**config.mk**
```make
export PLATFORM = sky130hd
export DESIGN_NAME = lcd_status_reader_flat
export DESIGN_NICKNAME = d
export VERILOG_FILES = /design/src/rtl/lcd_pkg.sv /design/src/rtl/lcd_status_reader_if.sv /design/src/rtl/lcd_wait_timer.sv /design/src/rtl/lcd_status_reader.sv /design/src/flat_wrapper.sv
export SDC_FILE = /design/constraint.sdc
export NUM_CORES = 1
export LEC_CHECK = 0
export ABC_AREA = 1
export ABC_CLOCK_PERIOD_IN_PS = 6450
export BUFFER_PORTS_ARGS = -buffer_cell sky130_fd_sc_hd__buf_4
export CAP_MARGIN = 10
export CORE_MARGIN = 2
export CORE_UTILIZATION = 50
export CTS_CLUSTER_SIZE = 30
export DETAILED_ROUTE_END_ITERATION = 10
export GPL_TIMING_DRIVEN = 0
export PLACE_DENSITY_LB_ADDON = 0.15
export SYNTH_ARGS = -nofsm -noshare
export SYNTH_HDL_FRONTEND = slang
export SYNTH_SLANG_ARGS = --single-unit
export TNS_END_PERCENT = 50
```
**constraint.sdc**
```tcl
create_clock -name CLK_50MHZ -period 6.45 [get_ports CLK_50MHZ]
set_input_delay 0.645 -clock CLK_50MHZ [delete_from_list [all_inputs] [get_ports CLK_50MHZ]]
set_output_delay 0.645 -clock CLK_50MHZ [all_outputs]
set_load 0.01 [all_outputs]
```
**src/rtl/lcd_pkg.sv**
```systemverilog
// Shared constants and types for the HD44780 character-LCD read/write sequencers.
package lcd_pkg;

    localparam int unsigned CNT_W = 32;

    // Default cycle budgets at 50 MHz.
    localparam int unsigned SETUP_WAIT_DEF   = 2;
    localparam int unsigned E_HIGH_WAIT_DEF  = 12;
    localparam int unsigned HOLD_WAIT_DEF    = 1;
    localparam int unsigned RECOVER_WAIT_DEF = 13;
    localparam int unsigned POLL_LIMIT_DEF   = 100000;

    // Status byte layout: busy flag on top, address counter below.
    localparam int unsigned BF_BIT  = 7;
    localparam logic [6:0]  AC_MASK = 7'h7f;

    localparam logic RS_STATUS = 1'b0;
    localparam logic RS_DATA   = 1'b1;

    typedef enum logic [2:0] {
        ST_IDLE,
        ST_SETUP,
        ST_E_HIGH,
        ST_HOLD,
        ST_RECOVER
    } rd_state_e;

    typedef struct packed {
        logic e;
        logic rs;
        logic rw;
        logic bus_release;
    } lcd_ctl_t;

    function automatic logic status_busy(input logic [7:0] status);
        return status[BF_BIT];
    endfunction

endpackage

```
**src/rtl/lcd_status_reader_if.sv**
```systemverilog
// Read-request handshake plus LCD pin group of the status/data reader.
interface lcd_status_reader_if;

    logic       RD_REQ;
    logic       RD_RS;
    logic       RD_POLL;
    logic       RD_READY;
    logic       RD_VALID;
    logic [7:0] RD_DATA;
    logic       RD_TIMEOUT;
    logic [7:0] LCD_DB;
    logic       LCD_E;
    logic       LCD_RS;
    logic       LCD_RW;
    logic       LCD_BUS_RELEASE;

    // Requester side (also owns the input half of the LCD data bus).
    modport master (
        output RD_REQ, RD_RS, RD_POLL, LCD_DB,
        input  RD_READY, RD_VALID, RD_DATA, RD_TIMEOUT,
        input  LCD_E, LCD_RS, LCD_RW, LCD_BUS_RELEASE
    );

    // Reader side.
    modport slave (
        input  RD_REQ, RD_RS, RD_POLL, LCD_DB,
        output RD_READY, RD_VALID, RD_DATA, RD_TIMEOUT,
        output LCD_E, LCD_RS, LCD_RW, LCD_BUS_RELEASE
    );

endinterface

```
**src/rtl/lcd_wait_timer.sv**
```systemverilog
// Down-counter: load a cycle count on state entry, flags the final cycle of that count.
module lcd_wait_timer
    import lcd_pkg::*;
(
    input  logic             clk,
    input  logic             rst,
    input  logic             load,
    input  logic [CNT_W-1:0] value,
    output logic             expire_c
);

    logic [CNT_W-1:0] count;

    // Reload on entry, then count down to zero and stay there.
    always_ff @(posedge clk or posedge rst) begin
        if (rst) begin
            count <= '0;
        end else if (load) begin
            count <= value;
        end else if (count != '0) begin
            count <= count - CNT_W'(1);
        end
    end

    assign expire_c = (count == CNT_W'(1));

endmodule

```
**src/rtl/lcd_status_reader.sv**
```systemverilog
// HD44780 read-cycle sequencer: status or data read, with optional busy-flag polling.
module lcd_status_reader
    import lcd_pkg::*;
#(
    parameter int unsigned SETUP_WAIT   = SETUP_WAIT_DEF,
    parameter int unsigned E_HIGH_WAIT  = E_HIGH_WAIT_DEF,
    parameter int unsigned HOLD_WAIT    = HOLD_WAIT_DEF,
    parameter int unsigned RECOVER_WAIT = RECOVER_WAIT_DEF,
    parameter int unsigned POLL_LIMIT   = POLL_LIMIT_DEF
) (
    input  logic                CLK_50MHZ,
    input  logic                BTN_SOUTH,
    lcd_status_reader_if.slave  bus,
    output logic [7:0]          LED
);

    rd_state_e        state, next_state;
    lcd_ctl_t         ctl_d, ctl_q;
    logic             load_c, expire_c;
    logic [CNT_W-1:0] load_value_c;
    logic             rs_c, busy_c, capture_c, retry_c, done_c, timeout_c;
    logic [7:0]       result_c;
    logic             rs_q, poll_q, retry_q;
    logic [CNT_W-1:0] attempts;
    logic             valid_q, timeout_q;
    logic [7:0]       data_q, led_q;

    lcd_wait_timer u_timer (
        .clk      (CLK_50MHZ),
        .rst      (BTN_SOUTH),
        .load     (load_c),
        .value    (load_value_c),
        .expire_c (expire_c)
    );

    // State register.
    always_ff @(posedge CLK_50MHZ or posedge BTN_SOUTH) begin
        if (BTN_SOUTH) begin
            state <= ST_IDLE;
        end else begin
            state <= next_state;
        end
    end

    // Next-state: each phase lasts until its timer expires; RECOVER loops back while polling.
    always_comb begin
        next_state = state;
        case (state)
            ST_IDLE:    if (bus.RD_REQ) next_state = ST_SETUP;
            ST_SETUP:   if (expire_c)   next_state = ST_E_HIGH;
            ST_E_HIGH:  if (expire_c)   next_state = ST_HOLD;
            ST_HOLD:    if (expire_c)   next_state = ST_RECOVER;
            ST_RECOVER: if (expire_c)   next_state = retry_q ? ST_SETUP : ST_IDLE;
            default:                    next_state = ST_IDLE;
        endcase
    end

    // Output decode: pin levels follow the phase being entered so they line up with the state.
    always_comb begin
        ctl_d        = '0;
        load_value_c = '0;
        rs_c         = (state == ST_IDLE) ? bus.RD_RS : rs_q;
        busy_c       = status_busy(bus.LCD_DB);
        capture_c    = (state == ST_E_HIGH) && expire_c;
        retry_c      = poll_q && busy_c && (attempts < CNT_W'(POLL_LIMIT));
        done_c       = capture_c && !retry_c;
        timeout_c    = done_c && poll_q && busy_c;
        result_c     = (rs_q == RS_DATA) ? bus.LCD_DB
                                         : {bus.LCD_DB[BF_BIT], bus.LCD_DB[6:0] & AC_MASK};
        load_c       = (next_state != state);
        case (next_state)
            ST_SETUP: begin
                ctl_d        = '{e: 1'b0, rs: rs_c, rw: 1'b1, bus_release: 1'b1};
                load_value_c = CNT_W'(SETUP_WAIT);
            end
            ST_E_HIGH: begin
                ctl_d        = '{e: 1'b1, rs: rs_c, rw: 1'b1, bus_release: 1'b1};
                load_value_c = CNT_W'(E_HIGH_WAIT);
            end
            ST_HOLD: begin
                ctl_d        = '{e: 1'b0, rs: rs_c, rw: 1'b1, bus_release: 1'b1};
                load_value_c = CNT_W'(HOLD_WAIT);
            end
            ST_RECOVER: begin
                ctl_d        = '{e: 1'b0, rs: rs_c, rw: 1'b0, bus_release: 1'b0};
                load_value_c = CNT_W'(RECOVER_WAIT);
            end
            default: begin
                ctl_d        = '0;
                load_value_c = '0;
            end
        endcase
    end

    // Request context: latch mode on accept, count read attempts, remember poll decision.
    always_ff @(posedge CLK_50MHZ or posedge BTN_SOUTH) begin
        if (BTN_SOUTH) begin
            rs_q     <= 1'b0;
            poll_q   <= 1'b0;
            retry_q  <= 1'b0;
            attempts <= '0;
        end else begin
            if (state == ST_IDLE && next_state == ST_SETUP) begin
                rs_q     <= bus.RD_RS;
                poll_q   <= bus.RD_POLL && (bus.RD_RS == RS_STATUS);
                attempts <= CNT_W'(1);
            end else if (state == ST_RECOVER && next_state == ST_SETUP) begin
                attempts <= attempts + CNT_W'(1);
            end
            if (capture_c) begin
                retry_q <= retry_c;
            end
        end
    end

    // Registered pins and result.
    always_ff @(posedge CLK_50MHZ or posedge BTN_SOUTH) begin
        if (BTN_SOUTH) begin
            ctl_q     <= '0;
            valid_q   <= 1'b0;
            timeout_q <= 1'b0;
            data_q    <= 8'h00;
            led_q     <= 8'hff;
        end else begin
            ctl_q     <= ctl_d;
            valid_q   <= done_c;
            timeout_q <= timeout_c;
            if (done_c) begin
                data_q <= result_c;
            end
            led_q     <= done_c ? result_c : data_q;
        end
    end

    assign bus.RD_READY        = (state == ST_IDLE);
    assign bus.RD_VALID        = valid_q;
    assign bus.RD_TIMEOUT      = timeout_q;
    assign bus.RD_DATA         = data_q;
    assign bus.LCD_E           = ctl_q.e;
    assign bus.LCD_RS          = ctl_q.rs;
    assign bus.LCD_RW          = ctl_q.rw;
    assign bus.LCD_BUS_RELEASE = ctl_q.bus_release;
    assign LED                 = led_q;

endmodule

```
**src/flat_wrapper.sv**
```systemverilog
// flat-port wrapper written by rule: the top's interface ports become plain ports
module lcd_status_reader_flat import lcd_pkg::*;
#(
    parameter int unsigned SETUP_WAIT   = SETUP_WAIT_DEF,
    parameter int unsigned E_HIGH_WAIT  = E_HIGH_WAIT_DEF,
    parameter int unsigned HOLD_WAIT    = HOLD_WAIT_DEF,
    parameter int unsigned RECOVER_WAIT = RECOVER_WAIT_DEF,
    parameter int unsigned POLL_LIMIT   = POLL_LIMIT_DEF
)
  (CLK_50MHZ, BTN_SOUTH, LED, bus_RD_REQ, bus_RD_RS, bus_RD_POLL, bus_LCD_DB, bus_RD_READY, bus_RD_VALID, bus_RD_DATA, bus_RD_TIMEOUT, bus_LCD_E, bus_LCD_RS, bus_LCD_RW, bus_LCD_BUS_RELEASE);
  lcd_status_reader_if bus_i ();
  input  logic CLK_50MHZ;
  input  logic BTN_SOUTH;
  output logic [7:0] LED;
  input wire logic [$bits(bus_i.RD_REQ)-1:0] bus_RD_REQ;
  input wire logic [$bits(bus_i.RD_RS)-1:0] bus_RD_RS;
  input wire logic [$bits(bus_i.RD_POLL)-1:0] bus_RD_POLL;
  input wire logic [$bits(bus_i.LCD_DB)-1:0] bus_LCD_DB;
  output wire logic [$bits(bus_i.RD_READY)-1:0] bus_RD_READY;
  output wire logic [$bits(bus_i.RD_VALID)-1:0] bus_RD_VALID;
  output wire logic [$bits(bus_i.RD_DATA)-1:0] bus_RD_DATA;
  output wire logic [$bits(bus_i.RD_TIMEOUT)-1:0] bus_RD_TIMEOUT;
  output wire logic [$bits(bus_i.LCD_E)-1:0] bus_LCD_E;
  output wire logic [$bits(bus_i.LCD_RS)-1:0] bus_LCD_RS;
  output wire logic [$bits(bus_i.LCD_RW)-1:0] bus_LCD_RW;
  output wire logic [$bits(bus_i.LCD_BUS_RELEASE)-1:0] bus_LCD_BUS_RELEASE;
  assign bus_i.RD_REQ = bus_RD_REQ;
  assign bus_i.RD_RS = bus_RD_RS;
  assign bus_i.RD_POLL = bus_RD_POLL;
  assign bus_i.LCD_DB = bus_LCD_DB;
  assign bus_RD_READY = bus_i.RD_READY;
  assign bus_RD_VALID = bus_i.RD_VALID;
  assign bus_RD_DATA = bus_i.RD_DATA;
  assign bus_RD_TIMEOUT = bus_i.RD_TIMEOUT;
  assign bus_LCD_E = bus_i.LCD_E;
  assign bus_LCD_RS = bus_i.LCD_RS;
  assign bus_LCD_RW = bus_i.LCD_RW;
  assign bus_LCD_BUS_RELEASE = bus_i.LCD_BUS_RELEASE;
  lcd_status_reader #(.SETUP_WAIT(SETUP_WAIT), .E_HIGH_WAIT(E_HIGH_WAIT), .HOLD_WAIT(HOLD_WAIT), .RECOVER_WAIT(RECOVER_WAIT), .POLL_LIMIT(POLL_LIMIT)) u_core (.CLK_50MHZ(CLK_50MHZ), .BTN_SOUTH(BTN_SOUTH), .bus(bus_i), .LED(LED));
endmodule
```
# --- Yosys cells after proc, flatten, opt, wreduce, memory -nomap -nowiden ---
# Index checks and enable logic that the tools add are counted.
op_classes:
  magnitude_cmp: 1
  bitwise_logic: 1
  n_reduce_logical: 15
  n_eq_ne: 10
  addsub: 2
  muxes: 15
ops:
  columns: ["op", "n"]
  rows:
  - ["$mux W32", 4]
  - ["$add A32 B1 Y32 const B", 1]
  - ["$eq A32 B1 Y1 const B", 1]
  - ["$lt A32 B17 Y1 const B", 1]
  - ["$reduce_bool A32 Y1", 1]
  - ["$sub A32 B1 Y32 const B", 1]
  - ["$pmux W4 S4", 1]
  - ["$mux W3", 5]
  - ["$pmux W3 S5", 1]
  - ["$eq A3 B2 Y1 const B", 4]
  - ["$pmux W4 S3", 1]
  - ["$logic_and A1 B1 Y1", 9]
  - ["$mux W8", 1]
  - ["$eq A3 B1 Y1 const B", 2]
  - ["$eq A3 B3 Y1 const B", 2]
  - ["$reduce_bool A2 Y1", 2]
  - ["$logic_not A3 Y1", 1]
  - ["$ne A3 B3 Y1", 1]
  - ["$mux W1", 2]
  - ["$reduce_or A2 Y1", 1]
  - ["$logic_not A1 Y1", 1]
  - ["$not A1 Y1", 1]
word_totals:
  ff_bits: 92
  input_bits: 13
  output_inout_bits: 23
  word_cells: 58

# --- Logic depth before layout (Yosys ltp) ---
# Gate-level depths: netlist of run 1.
depth:
  word_depth: 7
  mapped_depth: 15
  ltp_nobuf: 14

# --- Cells and area by module ---
# Synthesis of run 1 repeated with hierarchy kept, for this count alone.
hier_totals:
  cells_unflattened: 817
  hier_area_um2: 5536.6
by_module_without_submodules:
  columns: ["module", "area_each_um2", "seq_area_each_um2", "cells_per_inst", "n_inst"]
  rows:
  - ["lcd_status_reader", 3286.9, 1486.4, 450, 1]
  - ["lcd_wait_timer", 2249.7, 800.8, 367, 1]

# --- Worst setup path before layout of run 1 ---
# OpenSTA, ideal clock, no wires.
synth_timing:
  path_type: "flip-flop to flip-flop"
  startpoint: "reg u_core.u_timer.count[0]"
  endpoint: "reg u_core.u_timer.count[30]"
  required_ns: 6.379
  period_less_slack_ns: 1.983
  n_path_buf: 0
  setup_time_ns: 0.071
  arrival_ns: 1.911
  slack_ns: 4.467
  stages_incl_launch_ff: 14
  cell_sequence: "dfrtp_1 > inv_1 > ha_1 > nor3b_2 > nand3_1 > nor2_1 > nand2_1 > nor2_2 > nand3b_1 > nor2_2 > nand3_1 > nand2_1 > nand2_1 > nor2_1"
synth_via:
  elab_chain_cells: 5
  word_cells_on_any_way: 12
  cone_classes: "1 x add/sub; 2 x eq/ne; 7 x mux; 2 x reduce/logical"
synth_rtl:
  columns: ["item", "line", "text"]
  rows:
  - ["start, declared", "lcd_wait_timer.sv:12", "logic [CNT_W-1:0] count;"]
  - ["start signal, assigned", "lcd_wait_timer.sv:19", "count <= value;"]
  - ["start signal, assigned", "lcd_wait_timer.sv:21", "count <= count - CNT_W'(1);"]
  - ["branches (longest 5 deep; another with $sub A32 B1 Y32)", null, null]
# Parallel ways; which one is timed is not known. The select of a mux whose other input is x is not followed.
# A chain may end at the register's enable or synchronous reset.

# --- Final worst setup path of run 1 ---
layout_timing:
  startpoint: "reg u_core.u_timer.count[1]"
  endpoint: "reg u_core.u_timer.count[28]"
# Same word-level chain as after synthesis.

==> flow_results.org, run 1 <==
** Run status
- The run finished with clean final reports.

** STA
- Final clock skew :: 11.8 ps
- Setup repair after global routing missed its margin :: no
- For the pin with the worst max-slew slack, the measured transition is 705 ps.
- Number of failing hold endpoints at the final stage :: 0
- Max Clk Rate :: 414 MHz
- Subtracting the final worst setup slack from the clock period gives 2410 ps.
- Adding up every negative setup slack in the final design gives 0 ps.
- Final setup vio count :: 0
- Final hold analysis gives a worst-case slack of 314 ps.
- Worst slew margin :: 0.526
- Number of max-slew violations in the final report :: 0
- Across all setup checks in the final design, the least slack found is 4040 ps.
- Of the available clock period, the critical path in the final layout requires 0.374.

** Finish
- Area grow syn2layout :: 13.4%
- Most used cells in the layout excluding fill and tap cells :: 140 x sky130_fd_sc_hd__nand2_1, 99 x sky130_fd_sc_hd__nor2_1, 83 x sky130_fd_sc_hd__dfrtp_1
- Leaving out fill and tap cells, the most frequent cell in the layout is sky130_fd_sc_hd__nand2_1.
- Layout Cells excl Fill :: 808
- 0 antenna diodes ended up in the layout.
- Fillers :: 925
- At the end of the flow the core is filled with cells to 0.582.
- The finished cells cover 5660 um^2.
- Share of layout cells above drive strength 1 :: 0.169
- For this run, the post-layout net count is 687.

** Global routing
- The first global-routing pass estimated 19.5 mm of wire.
- Antenna violations before repair :: 0
- Tot GR Track Use :: 0.220
- Vias in the first global route :: 4157
- Entering global routing, the biggest net connects 53 pins.
- Leftover overflow at the end of global routing :: 0

** Worst setup path
- Crit-path max cell delay :: 420 ps
- Along the worst path, the maximum fanout reaches 6.
- Kind of end point of the critical path :: flop
- Largest delay contributor family on the critical path :: simple AND/OR/NAND/NOR gates
- STA classifies the critical path startpoint as a flop.
- Arrival @ worst endpoint :: 2680 ps
- Slowest-stage cell, CP :: sky130_fd_sc_hd__dfrtp_1
- For the worst setup path, the data required time is 6720 ps.
- Most prevalent standard cell on the critical path :: sky130_fd_sc_hd__nand3_1
- Setup slack on the worst reg-to-reg path comes out at 4040 ps.
- The setup path with the least slack is of type reg2reg.
- Chain of cells forming the critical path :: inv_1, ha_1, nor3b_2, nand3_1, nor2_1, nand2_1, nor2_2, nand3b_1, nor2_2, nand3_1, nand3_1, nor2_1
- Counting both buffers and inverters, the worst setup path holds a total of 1.

** Routing
- Final routed DRC violation total :: 0
- Post-detailed-route count of antenna-violating nets :: 0
- The routed design has 11.2 mm of wire.
- Routed length per placed instance :: 13.9 um
- Router iterations before antenna repair :: 8
- For this block, the via count after detailed routing is 4258.
- Using the TritonRoute via totals, the vias-per-cell ratio works out to 5.27.
- For this block, the initial DRC count from the detailed router was 235.

** Floorplanning
- Core region area :: 9730 um^2
- Die extent in y :: 104 um
- Initial standard-cell utilization of the core :: 0.513
- 36 I/O pins were placed.
- The initialized floorplan defines 36 standard-cell rows.
- Die Span X :: 104 um
- The floorplan step defined a die boundary enclosing 10800 um^2.

** Pwr
- Portion of total power attributed to combinational logic :: 0.484
- Overall power consumption after layout is estimated at 2.29 mW.
- Max rail drop VDD :: 0.256 mV
- Switching Power :: 1.03 mW
- Pleak :: 2.70 nW
- Switching portion of total power :: 0.450
- Power spread over the standard cell area amounts to 404 nW/um^2.
- Register share of total power :: 0.338
- Int Pwr :: 1.26 mW
- Part of the power in the clock network :: 0.178

** Clocking
- Clock network latency to the later pin of the worst-skew pair :: 370 ps
- Hold buffer count at CTS :: 0
- In this run the post-CTS setup repair buffer count came out at 0.
- Resize count post-CTS :: 0
- CTS tree :: yes
- CTS saw 91 sinks.
- The H-tree was split into 3 levels.
- TritonCTS Buffers :: 9
- Max Root-Sink Buffers :: 2
- Clock transition at the registers of the reported paths :: 100 ps
- Clock tree synthesis selected as its root buffer the cell sky130_fd_sc_hd__clkbuf_8.

** Flow run
- Max-cap check violation count :: 0

** Place
- HPWL after DPL :: 8.25 mm
- Placed Instances :: 792
- Summing all placed instances gives a cell area of 5450 um^2.
- Timing analysis after detailed placement gives a worst setup slack of 4080 ps.
- The count of buffers added on input and output ports is 35.
- Routability-driven placement congestion ratio :: 0.909

** Yosys
- Of the synthesized area, sequential elements account for 0.458.
- Of the total synthesized cell area, the portion taken by full adders, half adders and majority gates is 0.0100.
- Mapped Cells :: 623
- The post-synthesis compound-gate area fraction was 0.0504.
- Share of synthesized registers carrying an async set or reset :: 1.00
- The number of nets in the synthesized netlist is 640.
- The netlist uses 40 different library cells.
- By area, the combinational part of the netlist is dominated by simple AND/OR/NAND/NOR gates.
- Counting flops with a built-in enable in the synthesized netlist gives 0.
- After synthesis, the mean cell area works out to 8.02 um^2.
- Synthesized-area fraction occupied by xor and xnor cells :: 0.0684
- Cell area after synthesis :: 4990 um^2
- Number of flip-flops and latches in the synthesized netlist :: 91
- Measured against the total synthesized area, the mux share comes to 0.00200.
- Fraction of the mapped netlist area in simple logic gates :: 0.359
- Number of warning messages in the yosys log :: 0
- Among all flip-flop cells after synthesis, the most frequent one is sky130_fd_sc_hd__dfrtp_1.

** Hold path
- The tightest min-delay check is of the in2async type.
state kept, by name, summed over array words and instances, names as in the netlist:
register,cells
u_core.LED,8
u_core.attempts,32
u_core.bus.LCD_BUS_RELEASE,1
u_core.bus.LCD_E,1
u_core.bus.LCD_RS,1
u_core.bus.RD_DATA,8
u_core.bus.RD_TIMEOUT,1
u_core.bus.RD_VALID,1
u_core.poll_q,1
u_core.retry_q,1
u_core.rs_q,1
u_core.state,3
u_core.u_timer.count,32
metal layers:
metal / global-route usage / up-vias / wire length [um]
met1: 0.327 / 1994 / 5490
met3: 0.0363 / 14 / 662
met5: 0 / - / 0
li1: - / 2140 / -
met4: 0.0763 / 0 / 180
met2: 0.327 / 110 / 4880
cells in the mapped netlist, types with 3 or more instances:
library cell / number / area share
sky130_fd_sc_hd__a21oi_1: 23 / 0.023
sky130_fd_sc_hd__buf_2: 6 / 0.0060
sky130_fd_sc_hd__clkbuf_1: 4 / 0.0030
sky130_fd_sc_hd__dfrtp_1: 83 / 0.42
sky130_fd_sc_hd__dfstp_2: 8 / 0.042
sky130_fd_sc_hd__ha_1: 4 / 0.010
sky130_fd_sc_hd__inv_1: 44 / 0.033
sky130_fd_sc_hd__inv_2: 4 / 0.0030
sky130_fd_sc_hd__nand2_1: 140 / 0.11
sky130_fd_sc_hd__nand2_2: 6 / 0.0075
sky130_fd_sc_hd__nand2_4: 4 / 0.0090
sky130_fd_sc_hd__nand3_1: 42 / 0.042
sky130_fd_sc_hd__nand3_2: 3 / 0.0060
sky130_fd_sc_hd__nand4_1: 18 / 0.023
sky130_fd_sc_hd__nor2_1: 99 / 0.074
sky130_fd_sc_hd__nor2_2: 10 / 0.013
sky130_fd_sc_hd__nor2_4: 4 / 0.0090
sky130_fd_sc_hd__nor3_1: 25 / 0.025
sky130_fd_sc_hd__nor3_2: 3 / 0.0060
sky130_fd_sc_hd__nor3b_2: 4 / 0.010
sky130_fd_sc_hd__nor4_1: 12 / 0.015
sky130_fd_sc_hd__o21ai_0: 16 / 0.016
sky130_fd_sc_hd__xnor2_1: 8 / 0.014
sky130_fd_sc_hd__xor2_1: 31 / 0.054
power groups by stage:
stage	Combinational [mW]	Sequential, mW	Clock (mW)
floorplan	0.861	0.768	0
global placement	1.08	0.777	0
detailed placement	1.11	0.779	0
CTS	1.12	0.770	0.422
global route	1.25	0.786	0.441
finish	1.11	0.772	0.407
worst reg2reg max path, delay by kind of cell, from the launching register on:
family | cells | cell delay, ps
buf+inv | 1 | 120
fa+ha+maj | 1 | 180
flops | 1 | 420
simple gates | 10 | 1600
kinds of logic (layout without fill, tap and decap cells):
group,Yosys count,count (layout)
XOR/XNOR,39,39
AO/OA/AOI/OAI,47,47
multiplexers,1,1
AND/OR/NAND/NOR,379,379
flip-flops,91,91
buffers and inverters,62,114
adder cells (fa/ha/maj),4,4
area by class of cell:
type	count	area (um^2)	area share
inverter	48	183	0.0323
clock buffer	10	138	0.0243
sequential	91	2290	0.404
timing repair buffer	36	290	0.0513
tap	133	166	0.0294
clock inverter	6	71.3	0.0126
multi-input combinational	470	2450	0.432
buffer	14	80.1	0.0141
worst paths after layout:
path | from | endpoint | cells past startpoint
worst max-delay path | u_core.u_timer.count[1] | u_core.u_timer.count[28] | 12
worst min-delay path | BTN_SOUTH | u_core.bus.RD_VALID | 2
worst max register to register | u_core.u_timer.count[1] | u_core.u_timer.count[28] | 12
worst min register to register | u_core.bus.RD_DATA[0] | u_core.LED[0] | 2
max in group asynchronous | BTN_SOUTH | u_core.u_timer.count[18] | 3
min in group CLK_50MHZ | bus_LCD_DB[0] | u_core.LED[0] | 3
No activity file was read; power rests on OpenSTA's default activity.
==> run 2: changes to the inputs <==
- ABC_CLOCK_PERIOD_IN_PS: 6450 -> 2300
- clock period: 6.45 -> 2.3 ns (I/O delays scaled with it)
==> run 2 against run 1 <==
  * Clock skew shrank 2.0 ps
  * Clock power increased by 140%
  * Sequential power grew to 2.8 times the previous value
  * Global-route usage down 0.37 points
  * Setup slack worse by 3900 ps
  * Non-clock buffer count is 6 higher
  * Fmax increased by 11%
  * Combinational power rose to 2.9 times the previous value
  * Critical path depth is 1 higher
  * Die area is the same
  * First-iteration DRC count is 6.4% higher
  * Flip-flop and latch count stayed put
  * Highest routed layer unchanged
==> flow_results.org, run 2 (synthesis results as in run 1) <==
** Worst setup path
- The worst setup path is of the reg2reg kind.
- The kind of cell with the highest combined delay along the critical path is simple AND/OR/NAND/NOR gates.
- Startpoint of the worst register-to-register path :: u_core.u_timer.count[1]
- The maximum fanout along the worst path was 6 (unchanged).
- The worst setup path is captured at a flop.
- Arrival @ worst endpoint :: 2460 ps (-220 ps)
- Worst R2R Setup Slack :: 130 ps (-3910 ps)
- The most critical setup path has its endpoint at u_core.u_timer.count[30].
- STA classifies the critical path startpoint as a flop.
- Worst reg2reg endpoint :: u_core.u_timer.count[30]
- The logic depth of the worst setup path including buffers is 13 (+1).
- The slowest stage of the critical path belongs to the cell sky130_fd_sc_hd__dfrtp_1.
- Bufs and invs on worst path :: 1 (unchanged)
- Among the stages of the critical path, the cell type that occurs most often is sky130_fd_sc_hd__nand2_1.
- Crit-path max cell delay :: 430 ps (about the same)
- Chain of cells forming the critical path :: inv_2, ha_2, nor3b_4, nand3_1, nor2_2, nand2_1, nor2_2, nand3b_1, nor2_4, nand3_1, nand2_1, nand2_1, nor2_1
- Data required time of the worst path :: 2590 ps (-4130 ps)
- In this run the worst setup path begins at u_core.u_timer.count[1].
- The cell depth of the worst flop-to-flop path came to 13 (+1).

** Clocking
- Clock transition at the registers of the reported paths :: 100 ps (about the same)
- TritonCTS built the clock tree.
- The CTS sink count is 91 (unchanged).
- The clock buffer count from CTS came to 9 (unchanged).
- The number of buffers on the longest clock path was 2 (unchanged).
- CTS HTree Levels :: 3 (unchanged)
- Root buffer cell :: sky130_fd_sc_hd__clkbuf_8
- The source-to-sink clock delay at the later pin of the worst-skew pair was 360 ps (about the same).

** STA
- Number of failing hold endpoints at the final stage :: 0 (unchanged)
- Setup repair after global routing missed its margin :: yes
- Max Clk Rate :: 460 MHz (+11%)
- Crit path time final :: 2170 ps (-239 ps)
- The transition time at the pin with the least slew margin was 622 ps (-82.8 ps).
- The worst slew margin relative to its limit came to 0.585 (+0.0595).
- Period Utilization, post-route :: 0.945 (+0.571)
- Worst hold slack after final layout :: 87.6 ps (-226 ps)
- Number of max-slew violations in the final report :: 0 (unchanged)
- The setup-violating endpoint count in the final report was 0 (unchanged).
- The worst-case clock skew came to 9.77 ps (-2.03 ps).

** Finish
- Area grow syn2layout :: 14.6%
- Most used cells in the layout excluding fill and tap cells :: 139 x sky130_fd_sc_hd__nand2_1, 97 x sky130_fd_sc_hd__nor2_1, 83 x sky130_fd_sc_hd__dfrtp_1
- In the final layout, the registers with the most flip-flops are u_core.attempts: 32 flops, u_core.u_timer.count: 32 flops.
- The count of nets after finishing came to 693 (+0.87%).
- Most frequent standard cell in the layout excluding fill and tap cells :: sky130_fd_sc_hd__nand2_1
- The final standard cell count with taps included and fillers excluded came to 814 (+0.74%).
- The proportion of layout cells with a drive suffix above 1 came to 0.186 (+0.0176).
- Final standard cell utilization of the core :: 0.588 (+0.00604)
- Ant. Diodes :: 0 (unchanged)
- Summed area of non-filler cells in the final layout :: 5720 um^2 (+1.0%)

** Routing
- Detailed-route via count :: 4234 (-0.56%)
- The total wire length is 11.2 mm (+0.20%).
- The DRC marker count from the first detailed-route iteration came to 250 (+6.4%).
- Routed length per placed instance :: 13.8 um (-0.54%)
- The first-pass detailed-route iteration total came to 4 (-4).
- The number of DRC violations after detailed routing is 0 (unchanged).
- Post-detailed-route count of antenna-violating nets :: 0 (unchanged)
- The ratio of routed vias to standard cells was 5.20 (-1.3%).

** Place
- The placed instance count is 793 (+0.13%).
- HPWL after DPL :: 8.20 mm (-0.57%)
- Number of input and output port buffers inserted :: 35 (unchanged)
- The post-place instance area came to 5470 um^2 (+0.25%).
- Routability-driven placement congestion ratio :: 0.914 (+0.53%)

** Flow run
- Max-cap check violation count :: 0 (unchanged)

** Global routing
- Largest net degree at the start of global routing :: 42 (-21%)
- The via count of the first global-routing pass was 3965 (-4.6%).
- The total routing resource utilization after global routing is 0.216 (-0.00372).
- The first-pass GRT wire length was 19.1 mm (-2.3%).
- Antenna violations before repair :: 0 (unchanged)
- The global route total overflow came to 0 (unchanged).

** Floorplanning
- Core region area :: 9730 um^2 (unchanged)
- Die extent in y :: 104 um (unchanged)
- The number of top-level pins was 36 (unchanged).
- Die Span X :: 104 um (unchanged)
- The area enclosed by the die boundary came to 10800 um^2 (unchanged).
- The effective utilization at floorplan was 0.513 (unchanged).
- The placement row count is 36 (unchanged).

** Run status
- Run status :: finished clean

** Pwr
- Pleak :: 2.71 nW (about the same)
- The highest ir drop seen on vdd is 0.771 mV (+200%).
- The power density over cell area came to 1120 nW/um^2 (+180%).
- Design Power :: 6.40 mW (+180%)

** Hold path
- In this run the worst hold path is classified as in2reg.
-- run 2: cell types whose count changed in the layout (fill, tap and decap cells not counted), sizes merged --
| cell | change |
|---|---|
| buf | +5 |
| clkinvlp | +2 |
| bufinv | -1 |
| dlygate4sd3 | +1 |
| inv | -1 |
-- run 2: worst min-delay path: cells and delay by family --
family | cells | cell delay (ps)
buf+inv | 1 | 110
simple gates | 2 | 110
-- run 2: timing repair --
action                     in CTS  in global routing
setup endpoints to repair       4                 39
gates resized for setup         2                 10
pin swaps                       0                  6
hold endpoints to repair       16                  0
hold buffers                    1                  0
buffers inserted                1                  3
-- run 2: layout make-up --
type	instances	area [um^2]
Clock buffer	10	128
Fill cell	920	4010
Timing Repair Buffer	42	343
Multi-Input combinational cell	470	2480
Inverter	48	184
Clock inverter	6	48.8
Sequential cell	91	2290
Buffer	14	80.1
Tap cell	133	166
-- run 2: layer usage --
layer / global-route usage / part of all wire / up-vias
met1: 0.322 / 0.48 / 1983
met3: 0.0420 / 0.058 / 14
met5: 0 / 0 / -
met2: 0.322 / 0.44 / 105
li1: - / - / 2132
met4: 0.0627 / 0.016 / 0
-- run 2: worst min path at each step --
stage               depth (start not counted)     startpoint  slack [ps]             endpoint
floorplan                                   2  bus_LCD_DB[0]         340        u_core.LED[0]
global placement                            3  bus_LCD_DB[2]         450        u_core.LED[2]
detailed placement                          2      BTN_SOUTH         250  u_core.attempts[10]
CTS                                         3  bus_LCD_DB[6]          60        u_core.LED[6]
global route                                3  bus_LCD_DB[6]          70        u_core.LED[6]
finish                                      3  bus_LCD_DB[6]          90        u_core.LED[6]
-- run 2: power breakdown --
group / leakage, nW / total [mW] / internal, mW / switching (mW)
combinational: 1.43 / 3.24 / 1.18 / 2.06
clock: 0.0795 / 0.994 / 0.403 / 0.591
sequential: 1.20 / 2.17 / 1.89 / 0.278
-- run 2: per-stage QoR --
step,setup slack [ps],TNS [ps]
finish,126,0
global route,-28.4,-50.9
CTS,12.0,0
detailed placement,-142,-390
global placement,-30.9,-55.2
floorplan,317,0
